[config.mk]
export PLATFORM = sky130hd
export DESIGN_NAME = can_ctrl_fifo
export DESIGN_NICKNAME = d
export VERILOG_FILES = /design/src/rtl/can_ctrl_fifo.sv
export SDC_FILE = /design/constraint.sdc
export NUM_CORES = 1
export LEC_CHECK = 0
export BUFFER_PORTS_ARGS = -buffer_cell sky130_fd_sc_hd__buf_4
export CORE_ASPECT_RATIO = 1.4
export CORE_MARGIN = 8
export CORE_UTILIZATION = 35
export DETAILED_ROUTE_END_ITERATION = 8
export SLEW_MARGIN = 25
export SYNTH_ARGS = -nofsm -noshare
export SYNTH_HDL_FRONTEND = slang
export SYNTH_SLANG_ARGS = --single-unit
[constraint.sdc]
create_clock -name clk -period 5.1 [get_ports clk]
set_clock_uncertainty 0.1 [all_clocks]
set_input_delay 0.255 -clock clk [delete_from_list [all_inputs] [get_ports clk]]
set_output_delay 0.255 -clock clk [all_outputs]
set_load 0.03 [all_outputs]
[src/rtl/can_ctrl_fifo.sv]
// CAN controller register block: Wishbone CSRs, timed TX FSM, loopback into an RX FIFO.
// Optional interrupt logic and IRQ_EN register are built when CAN_CTRL_IRQ_EN is defined.
module can_ctrl_fifo #(
    parameter int RX_DEPTH = 4,
    parameter int TX_LAT   = 8
) (
    input  logic        clk,
    input  logic        rst_n,
    input  logic [31:0] wb_adr_i,
    input  logic [31:0] wb_dat_i,
    output logic [31:0] wb_dat_o,
    input  logic        wb_we_i,
    input  logic        wb_cyc_i,
    input  logic        wb_stb_i,
    output logic        wb_ack_o,
    output logic        tx_busy,
    output logic        rx_not_empty,
    output logic        irq
);

    localparam int AW = (RX_DEPTH > 1) ? $clog2(RX_DEPTH) : 1;
    localparam int CW = AW + 1;
    localparam int LW = (TX_LAT > 1) ? $clog2(TX_LAT) : 1;
    localparam logic [CW-1:0] FULL_CNT = CW'(RX_DEPTH);
    localparam logic [LW-1:0] LAT_LOAD = LW'(TX_LAT - 1);

    typedef enum logic {
        IDLE = 1'b0,
        BUSY = 1'b1
    } tx_state_t;

    function automatic logic [3:0] clamp_dlc(input logic [3:0] dlc);
        return (dlc > 4'd8) ? 4'd8 : dlc;
    endfunction

    // Bytes at index >= dlc are forced to zero
    function automatic logic [63:0] mask_payload(input logic [63:0] data, input logic [3:0] dlc);
        logic [63:0] m;
        m = '0;
        for (int i = 0; i < 8; i++) begin
            if (i < int'(dlc)) m[i*8 +: 8] = 8'hFF;
        end
        return data & m;
    endfunction

    logic        access, wr_en, rd_en;
    logic [3:0]  reg_sel;
    logic        wr_cmd, wr_status, wr_id, wr_dlc, wr_lo, wr_hi;
    logic        rx_pop;
    logic        unused_adr;

    logic        loopback_en;
    logic [10:0] tx_id;
    logic [3:0]  tx_dlc;
    logic [31:0] tx_lo, tx_hi;
    logic        tx_start_q;
    logic        tx_done, rx_ovf, tx_err;
`ifdef CAN_CTRL_IRQ_EN
    logic [2:0]  irq_en;
    logic        wr_irq_en;
`endif

    tx_state_t   state, state_nxt;
    logic [LW-1:0] lat_cnt;
    logic        snap_en, frame_done, start_err;
    logic [3:0]  tx_dlc_clamped;

    logic [10:0] sh_id;
    logic [3:0]  sh_dlc;
    logic [63:0] sh_data;
    logic        sh_loop;

    logic [10:0] fifo_id   [RX_DEPTH];
    logic [3:0]  fifo_dlc  [RX_DEPTH];
    logic [63:0] fifo_data [RX_DEPTH];
    logic [AW-1:0] wr_ptr, rd_ptr;
    logic [CW-1:0] count;
    logic        push_req, do_push, do_pop, ovf_set;

    logic [10:0] head_id;
    logic [3:0]  head_dlc;
    logic [63:0] head_data;
    logic [31:0] status_word;
    logic [31:0] rd_data;

    assign access     = wb_cyc_i & wb_stb_i & ~wb_ack_o;
    assign wr_en      = access & wb_we_i;
    assign rd_en      = access & ~wb_we_i;
    assign reg_sel    = wb_adr_i[5:2];
    assign unused_adr = ^{wb_adr_i[31:6], wb_adr_i[1:0]};

    assign wr_cmd    = wr_en && (reg_sel == 4'd0);
    assign wr_status = wr_en && (reg_sel == 4'd1);
    assign wr_id     = wr_en && (reg_sel == 4'd2);
    assign wr_dlc    = wr_en && (reg_sel == 4'd3);
    assign wr_lo     = wr_en && (reg_sel == 4'd4);
    assign wr_hi     = wr_en && (reg_sel == 4'd5);
`ifdef CAN_CTRL_IRQ_EN
    assign wr_irq_en = wr_en && (reg_sel == 4'd10);
`endif

    // Pop acts in the access cycle so the head view moves on the same edge
    assign rx_pop = wr_cmd & wb_dat_i[2];

    // ---- Bus handshake and registered read data ----
    always_ff @(posedge clk or negedge rst_n) begin
        if (!rst_n) begin
            wb_ack_o <= 1'b0;
            wb_dat_o <= '0;
        end else begin
            wb_ack_o <= access;
            if (rd_en) wb_dat_o <= rd_data;
        end
    end

    // ---- Control/configuration registers ----
    always_ff @(posedge clk or negedge rst_n) begin
        if (!rst_n) begin
            tx_start_q  <= 1'b0;
            loopback_en <= 1'b0;
            tx_id       <= '0;
            tx_dlc      <= '0;
            tx_lo       <= '0;
            tx_hi       <= '0;
`ifdef CAN_CTRL_IRQ_EN
            irq_en      <= '0;
`endif
        end else begin
            tx_start_q <= wr_cmd & wb_dat_i[0];
            if (wr_cmd) loopback_en <= wb_dat_i[1];
            if (wr_id)  tx_id  <= wb_dat_i[10:0];
            if (wr_dlc) tx_dlc <= wb_dat_i[3:0];
            if (wr_lo)  tx_lo  <= wb_dat_i;
            if (wr_hi)  tx_hi  <= wb_dat_i;
`ifdef CAN_CTRL_IRQ_EN
            if (wr_irq_en) irq_en <= wb_dat_i[2:0];
`endif
        end
    end

    // ---- TX FSM ----
    always_ff @(posedge clk or negedge rst_n) begin
        if (!rst_n) state <= IDLE;
        else        state <= state_nxt;
    end

    always_comb begin
        state_nxt = state;
        case (state)
            IDLE:    if (tx_start_q) state_nxt = BUSY;
            BUSY:    if (lat_cnt == '0) state_nxt = IDLE;
            default: state_nxt = IDLE;
        endcase
    end

    always_comb begin
        tx_busy    = (state == BUSY);
        snap_en    = (state == IDLE) & tx_start_q;
        start_err  = (state == BUSY) & tx_start_q;
        frame_done = (state == BUSY) & (lat_cnt == '0);
    end

    assign tx_dlc_clamped = clamp_dlc(tx_dlc);

    // In-flight frame is frozen in shadow registers; later TX_* writes do not disturb it
    always_ff @(posedge clk or negedge rst_n) begin
        if (!rst_n) begin
            lat_cnt <= '0;
            sh_id   <= '0;
            sh_dlc  <= '0;
            sh_data <= '0;
            sh_loop <= 1'b0;
        end else if (snap_en) begin
            lat_cnt <= LAT_LOAD;
            sh_id   <= tx_id;
            sh_dlc  <= tx_dlc_clamped;
            sh_data <= mask_payload({tx_hi, tx_lo}, tx_dlc_clamped);
            sh_loop <= loopback_en;
        end else if (tx_busy && lat_cnt != '0) begin
            lat_cnt <= lat_cnt - LW'(1);
        end
    end

    // ---- RX FIFO ----
    assign push_req = frame_done & sh_loop;
    assign do_pop   = rx_pop & (count != '0);
    assign do_push  = push_req & ((count != FULL_CNT) | do_pop);
    assign ovf_set  = push_req & ~do_push;

    always_ff @(posedge clk) begin
        if (do_push) begin
            fifo_id[wr_ptr]   <= sh_id;
            fifo_dlc[wr_ptr]  <= sh_dlc;
            fifo_data[wr_ptr] <= sh_data;
        end
    end

    always_ff @(posedge clk or negedge rst_n) begin
        if (!rst_n) begin
            wr_ptr <= '0;
            rd_ptr <= '0;
            count  <= '0;
        end else begin
            if (do_push) wr_ptr <= wr_ptr + AW'(1);
            if (do_pop)  rd_ptr <= rd_ptr + AW'(1);
            case ({do_push, do_pop})
                2'b10:   count <= count + CW'(1);
                2'b01:   count <= count - CW'(1);
                default: count <= count;
            endcase
        end
    end

    assign rx_not_empty = (count != '0);
    assign head_id   = rx_not_empty ? fifo_id[rd_ptr]   : '0;
    assign head_dlc  = rx_not_empty ? fifo_dlc[rd_ptr]  : '0;
    assign head_data = rx_not_empty ? fifo_data[rd_ptr] : '0;

    // ---- Sticky status bits: a hardware set beats a same-cycle W1C ----
    always_ff @(posedge clk or negedge rst_n) begin
        if (!rst_n) begin
            tx_done <= 1'b0;
            rx_ovf  <= 1'b0;
            tx_err  <= 1'b0;
        end else begin
            tx_done <= frame_done | (tx_done & ~(wr_status & wb_dat_i[0]));
            rx_ovf  <= ovf_set    | (rx_ovf  & ~(wr_status & wb_dat_i[2]));
            tx_err  <= start_err  | (tx_err  & ~(wr_status & wb_dat_i[4]));
        end
    end

    assign status_word = {16'b0, 8'(count), 3'b0, tx_err, tx_busy, rx_ovf, rx_not_empty, tx_done};

    always_comb begin
        rd_data = '0;
        case (reg_sel)
            4'd0:  rd_data = {30'b0, loopback_en, 1'b0};
            4'd1:  rd_data = status_word;
            4'd2:  rd_data = {21'b0, tx_id};
            4'd3:  rd_data = {28'b0, tx_dlc};
            4'd4:  rd_data = tx_lo;
            4'd5:  rd_data = tx_hi;
            4'd6:  rd_data = {21'b0, head_id};
            4'd7:  rd_data = {28'b0, head_dlc};
            4'd8:  rd_data = head_data[31:0];
            4'd9:  rd_data = head_data[63:32];
`ifdef CAN_CTRL_IRQ_EN
            4'd10: rd_data = {29'b0, irq_en};
`endif
            default: rd_data = '0;
        endcase
    end

    // ---- Interrupt ----
`ifdef CAN_CTRL_IRQ_EN
    always_ff @(posedge clk or negedge rst_n) begin
        if (!rst_n) irq <= 1'b0;
        else        irq <= |({rx_ovf, rx_not_empty, tx_done} & irq_en);
    end
`else
    assign irq = 1'b0;
`endif

endmodule

==> impl_metrics.yaml <==
synthesis:
  ys_ff_latch: 524
  yosysSeqAreaShare_pct: 71.6
  yosys_warnings: 0
  async_flop_share_pct: 39.7
  syn_inst: 1143
  syn_avg_cell_area_um2: 18.0
  synth-edff-count: 316
  syn_area_um2: 20500
  synthDistinctLibCells: 59
  syn_nets: 1219
  synth_ff_type: "edfxtp_1"
worst_setup_path:
  crit_arrival_ns: 3.49
  reg2regPathDepth: 5
  r2r_end: "fifo_data[2][8]"
  crit_slowest_cell: "and2_4"
  start_kind: "flip-flop"
  crit_chain: "and4b_1 -> a31oi_1 -> nor2_1 -> and2_4 -> buf_4"
  r2r_start: "wb_ack_o"
  path_buf_inv: 1
  rrSetupSlack_ns: 1.76
  crit_type: "reg -> reg"
  crit_fanout: 42
  crit_family: "simple AND/OR/NAND/NOR gates"
  crit_required_ns: 5.25
  endpoint_kind: "flip-flop"
  critPathMaxStageDelay_ns: 0.71
drt:
  ant_nets: 0
  wl_per_cell_um: 23.7
  dr.pass1.iters: 5
  routed_wl_um: 48600
  via_per_inst: 5.43
  first_iter_violations: 591
  drc_errors: 0
  num_vias: 11100
clock_tree:
  cts_buffers: 50
  cts_root_buf: "clkbuf_16"
  cts_max_path_buffers: 3
  cts.htree.levels: 2
  cts_sinks: 524
  cts_tree: "done"
  clkTransAtPathRegs_ns: 0.06
  cts-resized-gates: 0
  clock_latency_ns: 0.57
layout:
  drive_above_1_share_pct: 28.6
  multiInputGateArea_um2: 5530
  final_cell_mix: "edfxtp_1, dfrtp_1, mux2_2"
  fill_cells: 5248
  final_net_count: 1335
  stdcell_area_um2: 24100
  area.sequential_um2: 14700
  fin_cells: 2050
  syn2layout_area_growth_pct: 17.2
  mostFrequentLayoutCell: "edfxtp_1"
  antenna_cells: 0
pwr:
  finalPower_w: 0.00905
  ir_drop_uv: 258
  leakage_nw: 9.70
  power.density_nw_per_um2: 376
die:
  die_h_um: 303
  initial_core_util_pct: 35.2
  ios: 105
  core_area_um2: 58300
  num_rows: 105
  dieArea_um2: 66700
  die_width_um: 221
sta:
  setup_viol_count_final: 0
  worst_slew_pin_slew_ns: 1.10
  drv_slew: 0
  relSlewSlack_pct: 26.9
  tns_ns: 0
  finalHoldViolCount: 0
  fmax_ghz: 0.300
  holdWs_ns: 0.0604
  layout_min_cycle_time_ns: 3.34
  rsz0062_at_grt: "no"
  fin_crit_sh_pct: 65.4
worst_hold_path:
  hp-class: "in -> reg"
  hold_start: "wb_adr_i[5]"
  hold_depth: 4
  min_to: "loopback_en"
grt:
  grt_pass1_vias: 12000
  antenna_found_initial: 0
  overflow: 0
  grt_pass1_wl_um: 74000
  grt_usage_pct: 14.6
  grt_max_degree: 121
job:
  drv_cap: 0
placement:
  port_buffers: 75
  dp.cells: 1920
  hpwl_um: 28100
  dpl_cell_area_um2: 22000
  gp_congestion: 0.743
run_status:
  status: "complete, no violations"
-- state kept, by name (all words and copies together) (netlist names), 2 cells and up --
signal	cells
count	3
fifo_data	256
fifo_dlc	16
fifo_id	44
lat_cnt	3
rd_ptr	2
sh_data	64
sh_dlc	4
sh_id	11
tx_dlc	4
tx_hi	32
tx_id	11
tx_lo	32
wb_dat_o	32
wr_ptr	2
-- layout make-up --
| type | count | share of cell area (%) |
|---|---|---|
| well taps | 749 | 3.90 |
| clock buffers | 74 | 6.04 |
| repair buffers | 136 | 4.98 |
| multi-input cells | 537 | 23.0 |
| clock inverters | 20 | 0.832 |
| flip-flops and latches | 524 | 61.1 |
| inverters | 10 | 0.156 |
-- metal layers --
layer	part of all wire [%]	GRT usage, %	vias up
li1	-	-	4817
met1	42	18.9	5936
met2	51	25.2	293
met3	4.8	2.29	77
met4	2.6	4.41	0
met5	0	0	-
-- cells by family after synthesis --
logic type	share of synthesized area, %
other	0.0183
adder cells (fa/ha/maj)	0.463
AND/OR/NAND/NOR	3.49
XOR/XNOR	0.256
AO/OA/AOI/OAI	7.41
buffers and inverters	1.80
multiplexers	15.0
flip-flops	71.6
-- tightest hold or removal path, stage by stage --
cell	delay (ns)
buf_4	0.20
nor4_1	0.09
nand3_1	0.08
nand2_1	0.05
-- cells in the mapped netlist, drive strengths merged, types with 5 or more instances --
master / count / area share [%]
nor3: 5 / 0.18
mux2i: 21 / 1.0
nor2b: 6 / 0.18
a22oi: 30 / 1.1
edfxtp: 316 / 46
nor2: 15 / 0.27
mux2: 96 / 5.3
clkbuf: 41 / 0.75
ha: 6 / 0.37
nand4: 5 / 0.15
dfrtp: 208 / 25
o221ai: 24 / 1.0
o211ai: 5 / 0.18
mux4: 79 / 8.7
nand2: 63 / 1.2
a21oi: 13 / 0.32
nand2b: 5 / 0.15
a22o: 72 / 3.1
inv: 10 / 0.18
o21ai: 15 / 0.37
buf: 31 / 0.87
and2: 7 / 0.21
a221oi: 6 / 0.26
-- stage by stage --
step                setup slack (ns)  utilization [%]
floorplan                       1.25                -
global placement                1.73             37.8
detailed placement              1.68             37.8
CTS                             1.74             41.2
global route                    1.58             41.2
finish                          1.76             41.2
-- what timing repair did --
action	CTS	global route
hold endpoints to repair	204	0
hold buffers	35	0
setup buffers	0	0
-- worst max-delay path by stage --
stage / cells after the start / slack, ns / endpoint / start
3_3_place_gp: 6 / 1.73 / fifo_data[2][10] / wb_adr_i[2]
2_1_floorplan: 5 / 1.25 / fifo_data[0][0] / wb_ack_o
6_report: 5 / 1.76 / fifo_data[2][8] / wb_ack_o
5_1_grt: 5 / 1.58 / fifo_data[3][5] / wb_ack_o
4_1_cts: 5 / 1.74 / fifo_data[3][5] / wb_ack_o
3_5_place_dp: 6 / 1.68 / fifo_data[3][10] / wb_adr_i[2]
-- where the power goes --
| group | switching, W | internal (W) | total (W) | leakage, nW |
|---|---|---|---|---|
| sequential | 0.000159 | 0.00460 | 0.00476 | 6.40 |
| combinational | 0.000302 | 0.000278 | 0.000580 | 2.48 |
| clock | 0.00157 | 0.00214 | 0.00371 | 0.821 |
| total | 0.00203 | 0.00701 | 0.00905 | 9.70 |
No activity file was read; power rests on OpenSTA's default activity.
